$ cat config.mk
export PLATFORM = sky130hd
export DESIGN_NAME = booth_seq_ctrl
export DESIGN_NICKNAME = d
export VERILOG_FILES = /design/src/rtl/booth_seq_ctrl.sv
export SDC_FILE = /design/constraint.sdc
export NUM_CORES = 1
export LEC_CHECK = 0
export ABC_AREA = 1
export CORE_MARGIN = 2
export CORE_UTILIZATION = 40
export CTS_CLUSTER_DIAMETER = 30
export DETAILED_ROUTE_END_ITERATION = 10
export SYNTH_ARGS = -nofsm -noshare
export SYNTH_HDL_FRONTEND = slang
export SYNTH_SLANG_ARGS = --single-unit
export TNS_END_PERCENT = 100
$ cat constraint.sdc
create_clock -name clk -period 7.7 [get_ports clk]
set_input_delay 1.54 -clock clk [delete_from_list [all_inputs] [get_ports clk]]
set_output_delay 1.54 -clock clk [all_outputs]
set_load 0.1 [all_outputs]
$ cat src/rtl/booth_seq_ctrl.sv
// Sequential radix-2 Booth multiplier: one add/sub + arithmetic shift per clock.
// Latency: WIDTH+1 cycles from the accept edge to resp_valid.
// Backpressure: the product is held in DONE until resp_ready; no new request is taken until then.
module booth_seq_ctrl #(
    parameter  int WIDTH = 16,
    localparam int CNT_W = $clog2(WIDTH + 2)
) (
    input  logic                 clk,
    input  logic                 rst_n,
    input  logic                 req_valid,
    output logic                 req_ready,
    input  logic [WIDTH-1:0]     req_q,
    input  logic [WIDTH-1:0]     req_m,
    input  logic                 req_sgn,
    input  logic                 flush,
    output logic                 resp_valid,
    input  logic                 resp_ready,
    output logic [2*WIDTH-1:0]   resp_z,
    output logic                 busy
);

    typedef enum logic [1:0] {
        IDLE = 2'd0,
        RUN  = 2'd1,
        DONE = 2'd2
    } state_t;

    state_t             state, state_nxt;
    logic [WIDTH:0]     a;
    logic [WIDTH+1:0]   q;
    logic [WIDTH:0]     m;
    logic [CNT_W-1:0]   cnt;
    logic [WIDTH:0]     s_sum;
    logic               accept;
    logic               last_step;

    assign req_ready  = rst_n && (state == IDLE);
    assign accept     = (state == IDLE) && req_valid && !flush;
    assign last_step  = (cnt == CNT_W'(WIDTH));
    assign resp_valid = (state == DONE);
    assign busy       = (state == RUN) || (state == DONE);

    // The product fits in 2*WIDTH bits, so the two top bits of A are only sign copies.
    assign resp_z = (state == DONE) ? {a[WIDTH-2:0], q[WIDTH+1:1]} : '0;

    always_comb begin
        state_nxt = state;
        if (flush) begin
            state_nxt = IDLE;
        end else begin
            case (state)
                IDLE:    if (req_valid) state_nxt = RUN;
                RUN:     if (last_step) state_nxt = DONE;
                DONE:    if (resp_ready) state_nxt = IDLE;
                default: state_nxt = IDLE;
            endcase
        end
    end

    always_comb begin
        s_sum = a;
        case (q[1:0])
            2'b01:   s_sum = a + m;
            2'b10:   s_sum = a - m;
            default: s_sum = a;
        endcase
    end

    always_ff @(posedge clk or negedge rst_n) begin
        if (!rst_n) begin
            state <= IDLE;
        end else begin
            state <= state_nxt;
        end
    end

    always_ff @(posedge clk or negedge rst_n) begin
        if (!rst_n) begin
            a   <= '0;
            q   <= '0;
            m   <= '0;
            cnt <= '0;
        end else if (accept) begin
            // Operands widened by one bit so unsigned values look positive to the Booth recoder.
            a   <= '0;
            q   <= {req_sgn & req_q[WIDTH-1], req_q, 1'b0};
            m   <= {req_sgn & req_m[WIDTH-1], req_m};
            cnt <= '0;
        end else if ((state == RUN) && !flush) begin
            a   <= {s_sum[WIDTH], s_sum[WIDTH:1]};
            q   <= {s_sum[0], q[WIDTH+1:1]};
            cnt <= cnt + CNT_W'(1);
        end
    end

endmodule

==> metrics.yaml <==
setup_path:
  crit_path_end_kind: "output pin"
  r2r_slack_ns: 4.74
  path_max_fanout: 59
  crit_required_ns: 6.16
  rr_worst_depth: 18
  rr_startpoint: "q[0]"
  cpMaxStageDelayCell: "clkdlybuf4s50_1"
  crit_path_max_incr_delay_ns: 1.13
  crit_chain: "buf_2 -> buf_4 -> nand2_1 -> inv_1 -> clkdlybuf4s50_1"
  regToRegEndpoint: "a[14]"
  critPathLaunchType: "input pin"
  arrival_ns: 3.55
  worst-setup-path-type: "input pin to output pin"
pwr:
  fin_total_pwr_mw: 2.48
  comb_power_share_pct: 68.3
  swShare_pct: 54.9
  cellPowerDensity_nw_per_um2: 469
  leakage_nw: 2.89
  switchingPower_mw: 1.36
  irDropWorstVdd_v: 0.000258
  p_seq_share_pct: 20.9
  internal-power_mw: 1.12
  power_frac_clock_pct: 10.8
sta:
  tns_ns: 0
  post-route-min-period_ns: 5.09
  final.setup.worst_slack_ns: 2.61
  slew_headroom_pct: 33.1
  rsz0062_at_grt: "false"
  skew_ns: 0.0146
  tightest_slew_ns: 1.00
  finalCritPeriodShare_pct: 66.1
  timing.final.max_slew_violations: 0
  hold_viol: 0
  fin_hold_ws_ns: 0.501
  max_freq_mhz: 196
  finalSetupViolCount: 0
route:
  drt_first_pass_iters: 5
  wl_per_cell_microns: 12.7
  met3WireLength_microns: 439
  drt_wl_total_mm: 10.6
  final_antenna_net_count: 0
  wl_met2_mm: 4.89
  vias_per_cell: 4.83
  drc_errors: 0
  drt-met1-wl_mm: 5.11
  drt_iter0_markers: 227
  dr.max_layer_used: "met4"
  routed-via-count: 4021
global_route:
  grt_pass1_vias: 3878
  grt_pass1_wl_mm: 18.1
  grt_max_degree: 60
  grt_antenna_before_repair: 0
  gr-total-overflow: 0
  track_usage_pct: 19.5
min_path:
  hold_class: "register to register"
  holdPathStages: 1
  worstHoldStart: "cnt[3]"
  min_to: "cnt[3]"
layout:
  n_fill_cell: 1095
  nNetsFinal: 756
  diodes: 0
  drive_gt1_share_pct: 6.60
  area_growth_pct: 22.6
clock_tree:
  hold_buffers: 0
  cts_setup_buffers: 0
  clkTransAtPathRegs_ns: 0.06
  clk_latency_ns: 0.34
  cts_inserted_buffers: 9
  cts_tree: "built"
  cts.path.max_buffers: 2
  root_buffer: "clkbuf_8"
  numClockSinks: 58
  post_cts_resized: 0
  h-tree-depth: 3
floorplan:
  fp-row-count: 37
  die_x_microns: 108
  initial_core_util_pct: 41.5
  core_area_sq_um: 10400
  die_area_sq_um: 11600
  io_pins: 73
  die_h_microns: 108
run_status:
  status: "finished, final reports clean"
job:
  maxCapViolCount: 0
yosys:
  async_flop_share_pct: 100
  synth_cells: 627
  ys_types: 36
  ys.flop_type: "dfrtp_1"
  synth-edff-count: 0
  yosys_warnings: 0
  syn_avg_cell_area_sq_um: 6.87
  syn_nets: 690
  ys_ff_latch: 58
  seq_area_frac_synth_pct: 33.7
  syn_area_sq_um: 4310
placed_design:
  pre_cts_slack_ns: 2.55
  dp_hpwl_mm: 7.95
  io_buffer_count: 72
  place_congestion: 0.876
worst max-delay path by stage:
stage,startpoint,end,slack [ns],cells after the start
final,rst_n,req_ready,2.61,5
after global routing,rst_n,req_ready,2.42,5
after CTS,rst_n,req_ready,2.55,5
after detailed placement,rst_n,req_ready,2.55,5
after global placement,rst_n,req_ready,2.57,5
after floorplan,state[0],resp_z[10],3.68,6
cell type report:
class                      count  area [sq um]  area share (%)
timing repair buffer          74           731            13.8
clock buffer                   9           124            2.35
sequential                    58          1450            27.5
tap                          136           170            3.22
clock inverter                 6          58.8            1.11
multi-input combinational    419          2250            42.6
inverter                     131           494            9.36
synth_stat cells, drive strengths merged (3+ instances only):
cell type  count  area share [%]
ha            24             7.0
nor3           4            0.70
a21oi         21             2.4
nor2          45             4.5
xnor2          3            0.61
o21ai         41             4.9
nand3         28             3.3
xor2          16             3.3
inv          131              11
buf           15             2.2
clkbuf         4            0.35
dfrtp         58              34
nand2        206              18
o221ai        16             4.7
o22ai          4            0.58
placed cells by master, fill, tap and decap left out, types with 3 or more instances in the layout:
master	count
o221ai_2	10
nand3_1	28
o221ai_1	6
nand2_2	3
ha_1	24
xnor2_1	3
o22ai_1	4
a21oi_1	21
nand2_1	202
inv_2	3
dfrtp_1	58
o21ai_0	31
nor2_1	39
inv_1	127
xor2_1	16
nor2_2	4
o21ai_1	8
clkinv_2	4
clkbuf_8	9
clkdlybuf4s50_1	71
power groups by stage:
stage                     clock network, mW  registers, mW  logic, mW
final                                 0.268          0.518       1.69
after detailed placement                  0          0.522       1.68
after global routing                  0.287          0.537       1.91
after CTS                             0.273          0.518       1.69
after floorplan                           0          0.497       1.34
after global placement                    0          0.521       1.66
sequential cells by signal, indices dropped and copies added (netlist names):
register,cells
state,2
m,17
q,18
a,16
cnt,5
cell families after synthesis:
| group | count (synthesis) | synth area share [%] |
|---|---|---|
| simple gates | 289 | 27.6 |
| flops | 58 | 33.7 |
| xor+xnor | 19 | 3.86 |
| compound gates | 86 | 13.3 |
| buf+inv | 150 | 14.0 |
| fa+ha+maj | 25 | 7.44 |
stage by stage:
stage	util, %	area [sq um]	std cells
floorplan	-	4310	627
global placement	49.2	5100	818
detailed placement	49.2	5100	818
CTS	50.9	5280	833
global route	50.9	5280	833
finish	50.9	5280	833
layer usage:
| layer | vias up | track usage (%) |
|---|---|---|
| met3 | 11 | 3.39 |
| met2 | 79 | 30.9 |
| met4 | 0 | 5.77 |
| li1 | 2061 | - |
| met1 | 1870 | 27.3 |
| met5 | - | 0 |
worst max-delay path: cells and delay by family:
kind,cells,cell delay (ns)
buffers and inverters,4,1.85
AND/OR/NAND/NOR,1,0.11
Power figures use the tool's default switching activity.
